<file path="src/rtl/debounce_pkg.sv">
// Shared constants and helpers for the multi-channel debouncer.
package debounce_pkg;

    localparam int unsigned DEF_CHANNELS     = 4;
    localparam int unsigned DEF_SYNC_STAGES  = 2;
    localparam int unsigned DEF_TICK_DIV     = 1000;
    localparam int unsigned DEF_STABLE_TICKS = 8;

    // Width of a counter that must hold 0..n-1; never narrower than one bit.
    function automatic int unsigned cnt_width(input int unsigned n);
        return (n <= 1) ? 1 : $clog2(n);
    endfunction

endpackage

</file>
<file path="src/rtl/debounce_chan.sv">
// One debounce channel: synchroniser, consecutive-tick counter, level and edge flops.
// Edge pulses are built only when DEBOUNCE_EDGE_EN is defined.
module debounce_chan
    import debounce_pkg::*;
#(
    parameter int unsigned SYNC_STAGES  = DEF_SYNC_STAGES,
    parameter int unsigned STABLE_TICKS = DEF_STABLE_TICKS
) (
    input  logic clock,
    input  logic reset_n,
    input  logic pb,
    input  logic tick,
    input  logic clear,
    output logic semnal,
    output logic rise,
    output logic fall
);

    localparam int unsigned CW      = cnt_width(STABLE_TICKS);
    localparam logic [CW-1:0] CNT_MAX = CW'(STABLE_TICKS - 1);

    logic [SYNC_STAGES-1:0] sync_q;
    logic                   s;
    logic [CW-1:0]          cnt_q;
    logic [CW-1:0]          cnt_d;
    logic                   flip_c;

    assign s = sync_q[SYNC_STAGES-1];

    always_ff @(posedge clock or negedge reset_n) begin
        if (!reset_n) begin
            sync_q <= '0;
        end else begin
            sync_q <= {sync_q[SYNC_STAGES-2:0], pb};
        end
    end

    // Count consecutive ticks on which the synchronised input disagrees with the level.
    always_comb begin
        cnt_d  = cnt_q;
        flip_c = 1'b0;
        if (clear) begin
            cnt_d = '0;
        end else if (tick) begin
            if (s == semnal) begin
                cnt_d = '0;
            end else if (cnt_q == CNT_MAX) begin
                cnt_d  = '0;
                flip_c = 1'b1;
            end else begin
                cnt_d = cnt_q + CW'(1);
            end
        end
    end

    always_ff @(posedge clock or negedge reset_n) begin
        if (!reset_n) begin
            cnt_q  <= '0;
            semnal <= 1'b0;
        end else begin
            cnt_q  <= cnt_d;
            semnal <= semnal ^ flip_c;
        end
    end

`ifdef DEBOUNCE_EDGE_EN
    // Pulses land in the same cycle the level shows its new value.
    always_ff @(posedge clock or negedge reset_n) begin
        if (!reset_n) begin
            rise <= 1'b0;
            fall <= 1'b0;
        end else begin
            rise <= flip_c & ~semnal;
            fall <= flip_c & semnal;
        end
    end
`else
    assign rise = 1'b0;
    assign fall = 1'b0;
`endif

endmodule

</file>
<file path="src/rtl/debounce_multi.sv">
// Multi-channel debouncer: shared sample-tick prescaler feeding CHANNELS debounce_chan instances.
// Optional rise/fall pulses are enabled by defining DEBOUNCE_EDGE_EN.
module debounce_multi
    import debounce_pkg::*;
#(
    parameter int unsigned CHANNELS     = DEF_CHANNELS,
    parameter int unsigned SYNC_STAGES  = DEF_SYNC_STAGES,
    parameter int unsigned TICK_DIV     = DEF_TICK_DIV,
    parameter int unsigned STABLE_TICKS = DEF_STABLE_TICKS
) (
    input  logic                clock,
    input  logic                reset_n,
    input  logic [CHANNELS-1:0] pb,
    input  logic                clear,
    output logic [CHANNELS-1:0] semnal,
    output logic [CHANNELS-1:0] rise,
    output logic [CHANNELS-1:0] fall,
    output logic                tick
);

    localparam int unsigned   PW      = cnt_width(TICK_DIV);
    localparam logic [PW-1:0] DIV_MAX = PW'(TICK_DIV - 1);

    logic [PW-1:0] pcnt_q;
    logic [PW-1:0] pcnt_d;

    // Prescaler wraps at TICK_DIV-1; clear restarts the phase.
    always_comb begin
        pcnt_d = pcnt_q + PW'(1);
        if (clear || (pcnt_q == DIV_MAX)) begin
            pcnt_d = '0;
        end
    end

    // tick is registered from the next count so it is high exactly while count==TICK_DIV-1.
    always_ff @(posedge clock or negedge reset_n) begin
        if (!reset_n) begin
            pcnt_q <= '0;
            tick   <= 1'b0;
        end else begin
            pcnt_q <= pcnt_d;
            tick   <= (pcnt_d == DIV_MAX);
        end
    end

    for (genvar i = 0; i < int'(CHANNELS); i++) begin : g_chan
        debounce_chan #(
            .SYNC_STAGES  (SYNC_STAGES),
            .STABLE_TICKS (STABLE_TICKS)
        ) u_chan (
            .clock   (clock),
            .reset_n (reset_n),
            .pb      (pb[i]),
            .tick    (tick),
            .clear   (clear),
            .semnal  (semnal[i]),
            .rise    (rise[i]),
            .fall    (fall[i])
        );
    end

endmodule

</file>
<file path="config.mk">
export PLATFORM = sky130hd
export DESIGN_NAME = debounce_multi
export DESIGN_NICKNAME = d
export VERILOG_FILES = /design/src/rtl/debounce_pkg.sv /design/src/rtl/debounce_chan.sv /design/src/rtl/debounce_multi.sv
export SDC_FILE = /design/constraint.sdc
export NUM_CORES = 1
export LEC_CHECK = 0
export ABC_AREA = 0
export CORE_MARGIN = 2
export CORE_UTILIZATION = 40
export DETAILED_ROUTE_END_ITERATION = 16
export PLACE_DENSITY = 0.6
export SLEW_MARGIN = 20
export SYNTH_ARGS = -nofsm -noshare
export SYNTH_HDL_FRONTEND = slang
export SYNTH_SLANG_ARGS = --single-unit
</file>
<file path="constraint.sdc">
create_clock -name clock -period 1.88 [get_ports clock]
set_input_delay 0.188 -clock clock [delete_from_list [all_inputs] [get_ports clock]]
set_output_delay 0.188 -clock clock [all_outputs]
set_load 0.02 [all_outputs]
</file>
======== After elaboration in Yosys (flattened, before gate mapping) ========
Index checks and enable logic that the tools add are counted.
Widths: inputs -> output; s select.
storage, ports and cells
  register bits after elaboration ......... 35
  input port bits ......................... 7
cells by class
  $add $sub $neg .......................... 5
  equal/unequal tests ..................... 10
  mux-type cells .......................... 33
  bitwise logic cells ..................... 4
  reduce and logical (&&, ||, !) cells .... 2
operator list
  operator               number
  $mux 3                 16
  $eq 10x10->1 const B   2
  $mux 1                 16
  $add 3x1->3 const B    4
  $eq 3x3->1 const B     4
  $add 10x1->10 const B  1
  $mux 10                1
  $eq 1x1->1             4
  $xor 1x1->1            4
  $reduce_bool 2->1      1
  $logic_or 1x1->1       1

======== Depth between registers and ports, before layout ========
Gate-level depths: netlist of run 1.
  depth after elaboration ................. 6
  depth in mapped cells ................... 6

======== By module ========
A second synthesis of run 1 with hierarchy kept.
second synthesis, totals
  cell total of the unflattened synthesis .. 134
  area, all modules ....................... 1,645.3 um^2
by module, submodules not included
  module          times used  cells an instance  area each (um^2)
  debounce_chan   4           21                 279.0
  debounce_multi  1           50                 529.3

======== Worst setup path before layout of run 1 ========
OpenSTA, ideal clock, no wires.
  path kind ............................... register -> register
  start point ............................. register pcnt_q[0]
  end point ............................... register tick
  arrival ................................. 1.363 ns
  data required time ...................... 1.784 ns
  setup slack ............................. 0.421 ns
  cell stages (with the launch flop) ...... 7
  clock period less this slack ............ 1.459 ns
  path through ............................ dfrtp_1 ha_1 and4bb_1 a21oi_1 o21ai_0 o31a_1 nor4_2
on the way
  longest elaborated chain between the ends .. 4
RTL lines
  what                                                   line                  source
  start, declared                                        debounce_multi.sv:24  logic [PW-1:0] pcnt_q;
  start signal, assigned                                 debounce_multi.sv:41  pcnt_q <= pcnt_d;
  branches (longest 2 deep; another with $add 10x1->10)  --
  $mux 10 *                                              debounce_multi.sv:30  if (clear || (pcnt_q == DIV_MAX)) begin
  $eq 10x10->1 *                                         debounce_multi.sv:42  tick <= (pcnt_d == DIV_MAX);
  end signal, assigned                                   debounce_multi.sv:42
  end, declared                                          debounce_multi.sv:18  output logic tick
Every way passes the cells marked *.
A chain may end at the register's enable or synchronous reset.

======== Worst setup path in the final report of run 1 ========
  start point ............................. register tick
  end point ............................... output tick
No word-level cell between the ends.

==> metrics, run 1 <==
fillers 362; Avg Cell Area, Syn 10.7 um^2; CP max stage cell clkdlybuf4s50_1; Worst-Skew Late Latency 290 ps; Yosys reg bits 35; post-synthesis instance area 1720 um^2; Core Area just over 4000 um^2; routability cong. between 0.8 and 0.9; Yosys top cell area share 0.509; CP endpoint kind output port; Final Hold Vio Count 0; worst vdd ir 414 uV; dpl hpwl 2.02 mm; Power Density between 700 and 800 nW/um^2; Clk pwr share 0.412; TritonCTS clock tree built; combinational share of power 0.051; first-pass GRT wire length 5.24 mm; Fin Hold WS 313 ps; main combinational cell family by area after synthesis simple AND/OR/NAND/NOR gates; Pleak 0.864 nW; Synth Warn # 0; FMAX about 560 MHz; Net Sw Power 322 uW; dpl ws 155 ps; min cycle time layout roughly 1800 ps; # IOs 20; Via density between 5 and 6; clock root cell clkbuf_8; Synth Area in XOR/XNOR 0.0509; cts hold-fix bufs 0; Synth Area in Simple Gates 0.205; Final TNS setup 0 ps; total gr overflow 0; clk sinks 35; leading cell types in the layout, fill and taps excluded dfrtp_1 (35), a21oi_1 (14), nand3_1 (13); drt first-iter violations 71; Ant. Diodes 0; H-tree depth 2; Nets 188; adder-cell share of the synthesized area 0.0655; Clock Skew approximately 3.6 ps; CP bufs+invs 1; Largest stage delay, worst path approximately 700 ps; die width about 70 um; Switching Share 0.222; crit share post-route 0.944; PortBufs 11; drt first pass iters 4; CP endpoint tick; sequential share of the synthesized area 0.509; Worst Setup SP tick; Netlist cell types 34; reg2reg start pcnt_q[0]; fin. max-slew vios 0; # rows 23; Post-CTS Repair Setup Buffers 0; Startpoint Class flop; internal power 1.13 mW; RSZ-0062 raised after global routing no; drt wl/cell approximately 13 um; status finished, final reports clean; largest net degree at the start of global routing 36; commonest non-fill, non-tap cell in the layout dfrtp_1; Die ar. 4840 um^2; Synth Area in Compound Gates 0.0713; Final Worst Setup Slack 106 ps; Worst EP required 1690 ps; post-CTS sizing 0; number of max-cap violations 0; RR Endpoint tick; Worst EP arrival 1590 ps; Initial Utilization 0.424; cells after synthesis 161; Total Routing Usage GR 0.139; CTS Buf Count 5; top post-synthesis cells by area dfrtp_1 (51%), ha_1 (6.6%), buf_4 (5.2%); layout cell share with drive strength beyond 1 0.104; initial antenna violation count 0; Finished Layout Cells 223; Die Y-Extent 69.6 um; Crit path max-delay family buffers and inverters; sequential power share 0.537; reg-to-reg slack, setup 240 ps; crit path kind reg -> out; vias approximately 1100; DRC 0; CP Depth 1; final WL ~2.9 mm; Final ANT Viol Nets 0; HP Class in -> async; Longest Clk Path Bufs 2; mux cell area share after synthesis 0.0262; post-synth top area cell dfrtp_1; number of global-route vias before repair 1184; dpl cells 215; Max Fanout on Critical Path 15; Clock Pin Slew Worst Setup and Hold Paths 70 ps; Worst R2R Path Depth 6; worst-path cell chain clkdlybuf4s50_1; area grow syn2layout 12.2%; Final Util 0.475; Setup violations, final 0
-- per-stage QoR --
step / total power [mW] / cell area (um^2)
finish: 1.45 / 1930
global route: 1.51 / 1930
CTS: 1.47 / 1930
detailed placement: 0.867 / 1830
global placement: 0.863 / 1830
floorplan: 0.841 / 1750
-- power by group through the flow --
stage          Sequential, mW  Combinational (mW)  Clock [mW]
6_report                0.777              0.0739       0.596
2_1_floorplan           0.789              0.0519           0
3_5_place_dp            0.791              0.0758           0
3_3_place_gp            0.790              0.0731           0
4_1_cts                 0.777              0.0759       0.620
5_1_grt                 0.778              0.0841       0.648
-- state kept, by name, summed over array words and instances, names as in the netlist --
signal,count
g_chan.u_chan.cnt_q,12
g_chan.u_chan.semnal,4
g_chan.u_chan.sync_q,8
pcnt_q,10
tick,1
-- cell families after synthesis --
family | after synthesis
adders and majority gates | 9
AOI/OAI and AO/OA | 21
other | 1
muxes | 4
xor gates and xnor gates | 10
and+or+nand+nor | 62
buffers and inverters | 19
DFF | 35
-- routing by layer --
| metal | GRT usage | vias to the layer above | wire length (um) |
|---|---|---|---|
| li1 | - | 553 | - |
| met4 | 0.0719 | 0 | 71 |
| met1 | 0.158 | 546 | 1300 |
| met5 | 0 | - | 0 |
| met2 | 0.233 | 20 | 1430 |
| met3 | 0.0465 | 7 | 121 |
-- cell type report --
type / count / area (um^2) / share of cell area
flip-flops and latches: 35 / 876 / 0.454
multi-input cells: 114 / 751 / 0.389
repair buffers: 14 / 133 / 0.0687
clock buffers: 8 / 100 / 0.0519
well taps: 50 / 62.6 / 0.0324
inverters: 2 / 7.51 / 0.00389
-- synthesized netlist by cell type --
master / instances
dfrtp_1: 35
a21oi_1: 14
nand3_1: 13
buf_4: 12
nand2b_1: 12
nor2_1: 11
ha_1: 9
nand2_1: 7
xor2_1: 6
nor2b_1: 5
mux2_2: 4
xnor2_1: 4
nand3b_1: 3
buf_2: 2
clkbuf_1: 2
inv_1: 2
nand4_1: 2
o21ai_0: 2
a21o_1: 1
a31o_1: 1
a32o_1: 1
and3_2: 1
and4_4: 1
and4bb_1: 1
buf_1: 1
conb_1: 1
nand2_2: 1
nor3_1: 1
nor3b_1: 1
nor4_1: 1
nor4_2: 1
nor4bb_1: 1
o21bai_1: 1
o31a_1: 1
-- how the worst min path moves through the flow --
stage | startpoint | to | slack, ps | cells past startpoint
2_1_floorplan | reset_n | g_chan[0].u_chan.cnt_q[0] | -110 | 0
3_5_place_dp | g_chan[2].u_chan.sync_q[0] | g_chan[2].u_chan.sync_q[1] | 340 | 0
5_1_grt | pb[0] | g_chan[0].u_chan.sync_q[0] | 340 | 1
4_1_cts | reset_n | pcnt_q[0] | 330 | 2
3_3_place_gp | g_chan[2].u_chan.sync_q[0] | g_chan[2].u_chan.sync_q[1] | 330 | 0
6_report | reset_n | g_chan[2].u_chan.sync_q[0] | 310 | 2
No activity file was read; power rests on OpenSTA's default activity.
==> run 2, diff against run 1 <==
Clock period 1.88 ns to 1.9 ns, I/O delays scaled along.
==> metrics, run 2 (synthesis gave the netlist of run 1 again) <==
status finished, final reports clean; Switching Share 0.211; Largest stage delay, worst path 700 ps; min cycle time layout ~1800 ps; Largest regs g_chan.u_chan.cnt_q x12, pcnt_q x10, g_chan.u_chan.sync_q x8; first-pass GRT wire length 5.17 mm; CTS Buf Count 5; FMAX 564 MHz; post-CTS sizing 0; Post-Place Cell Area 1830 um^2; fin. max-slew vios 0; combinational share of power 0.048; flip-flop count of the largest register after layout 12; drt first pass iters 4; RSZ-0062 raised after global routing no; Final Worst Setup Slack 126 ps; Worst-Skew Late Latency 280 ps; Max Fanout on Critical Path 15; Startpoint Class flop; cts hold-fix bufs 0; HP Class in -> async; layout cell share with drive strength beyond 1 0.110; Clock Skew around 4.3 ps; Final TNS setup 0 ps; crit path kind reg -> out; routability cong. 0.867; sequential power share 0.503; crit share post-route 0.934; drt first-iter violations 50; reg-to-reg slack, setup 260 ps; # IOs 20; commonest non-fill, non-tap cell in the layout dfrtp_1; Multi-input gate area between 700 and 800 um^2; leading cell types in the layout, fill and taps excluded dfrtp_1 (35), a21oi_1 (14), nand3_1 (13); CP bufs+invs 1; Power Density 786 nW/um^2; largest net degree at the start of global routing 36; Total Routing Usage GR 0.136; DRC 0; CP endpoint kind output port; Top reg by flops g_chan.u_chan.cnt_q; clk sinks 35; TritonCTS clock tree built; die width 69.6 um; PortBufs 11; register area 876 um^2; Clk pwr share 0.450; fillers 372; dpl ws 199 ps; Setup violations, final 0; internal power 1.21 mW; Ant. Diodes 0; worst vdd ir 468 uV; Post-CTS Repair Setup Buffers 0; Via density 5.12; Pleak 0.873 nW; Die ar. 4840 um^2; total gr overflow 0; design area 1950 um^2; Final ANT Viol Nets 0; Initial Utilization 0.424; clock root cell clkbuf_8; area grow syn2layout 13.2%; drt wl/cell 12.7 um; number of global-route vias before repair 1151; vias 1142; number of max-cap violations 0; dpl hpwl 1.96 mm; H-tree depth 2; Nets 188; CP max stage cell clkdlybuf4s50_1; Clock Pin Slew Worst Setup and Hold Paths around 70 ps; Final Hold Vio Count 0; Core Area 4060 um^2; Worst EP required about 1700 ps; Net Sw Power 323 uW; # rows 23; final WL 2.84 mm; Crit path max-delay family buffers and inverters; Worst EP arrival 1580 ps; Longest Clk Path Bufs 2; worst-path cell chain clkdlybuf4s50_1; Die Y-Extent just under 70 um; initial antenna violation count 0
## run 2: cell types whose count changed in the layout (fill, tap and decap cells not counted), sizes merged
| cell | delta |
|---|---|
| clkinv | +1 |
| clkbuf | -2 |
| bufinv | +1 |
## run 2: layer usage
layer,global-route usage,vias up,part of all wire
li1,-,549,-
met1,0.169,563,0.46
met2,0.210,23,0.47
met3,0.0509,7,0.049
met4,0.0588,0,0.017
met5,0,-,0
## run 2: worst reg2reg max path, cell delays in order (launching register included)
cell and delay (ps):
dfrtp_1 420, ha_1 260, and4bb_1 240, a21oi_1 120, o21ai_0 90, o31a_1 140, nor4_2 260
## run 2: final cells by class
cell class                 instances  area share
clock buffer                       6      0.0424
inverter                           2     0.00386
multi-input combinational        114       0.386
sequential                        35       0.450
tap                               50      0.0321
clock inverter                     2      0.0180
timing repair buffer              14      0.0681
## run 2: path summary, 6_finish.rpt
kind	startpoint	to	cells after the start
min	reset_n	g_chan[1].u_chan.cnt_q[2]	2
min in group clock	pb[1]	g_chan[1].u_chan.sync_q[0]	1
min reg2reg	g_chan[1].u_chan.sync_q[0]	g_chan[1].u_chan.sync_q[1]	0
max reg2reg	pcnt_q[0]	tick	6
max	tick	tick	1
max in group asynchronous	reset_n	g_chan[0].u_chan.cnt_q[0]	2
## run 2: stage by stage
stage,cells,utilization,hold slack (ps),power [mW]
floorplan,168,-,-106,0.832
global placement,215,0.451,333,0.854
detailed placement,215,0.451,335,0.857
CTS,223,0.480,329,1.55
global route,223,0.480,339,1.60
finish,223,0.480,316,1.53
## run 2: power groups by stage
stage / registers (mW) / logic, mW / clock network [mW]
6_report: 0.769 / 0.0732 / 0.688
4_1_cts: 0.769 / 0.0747 / 0.710
5_1_grt: 0.770 / 0.0832 / 0.746
3_5_place_dp: 0.783 / 0.0742 / 0
3_3_place_gp: 0.782 / 0.0724 / 0
2_1_floorplan: 0.781 / 0.0514 / 0
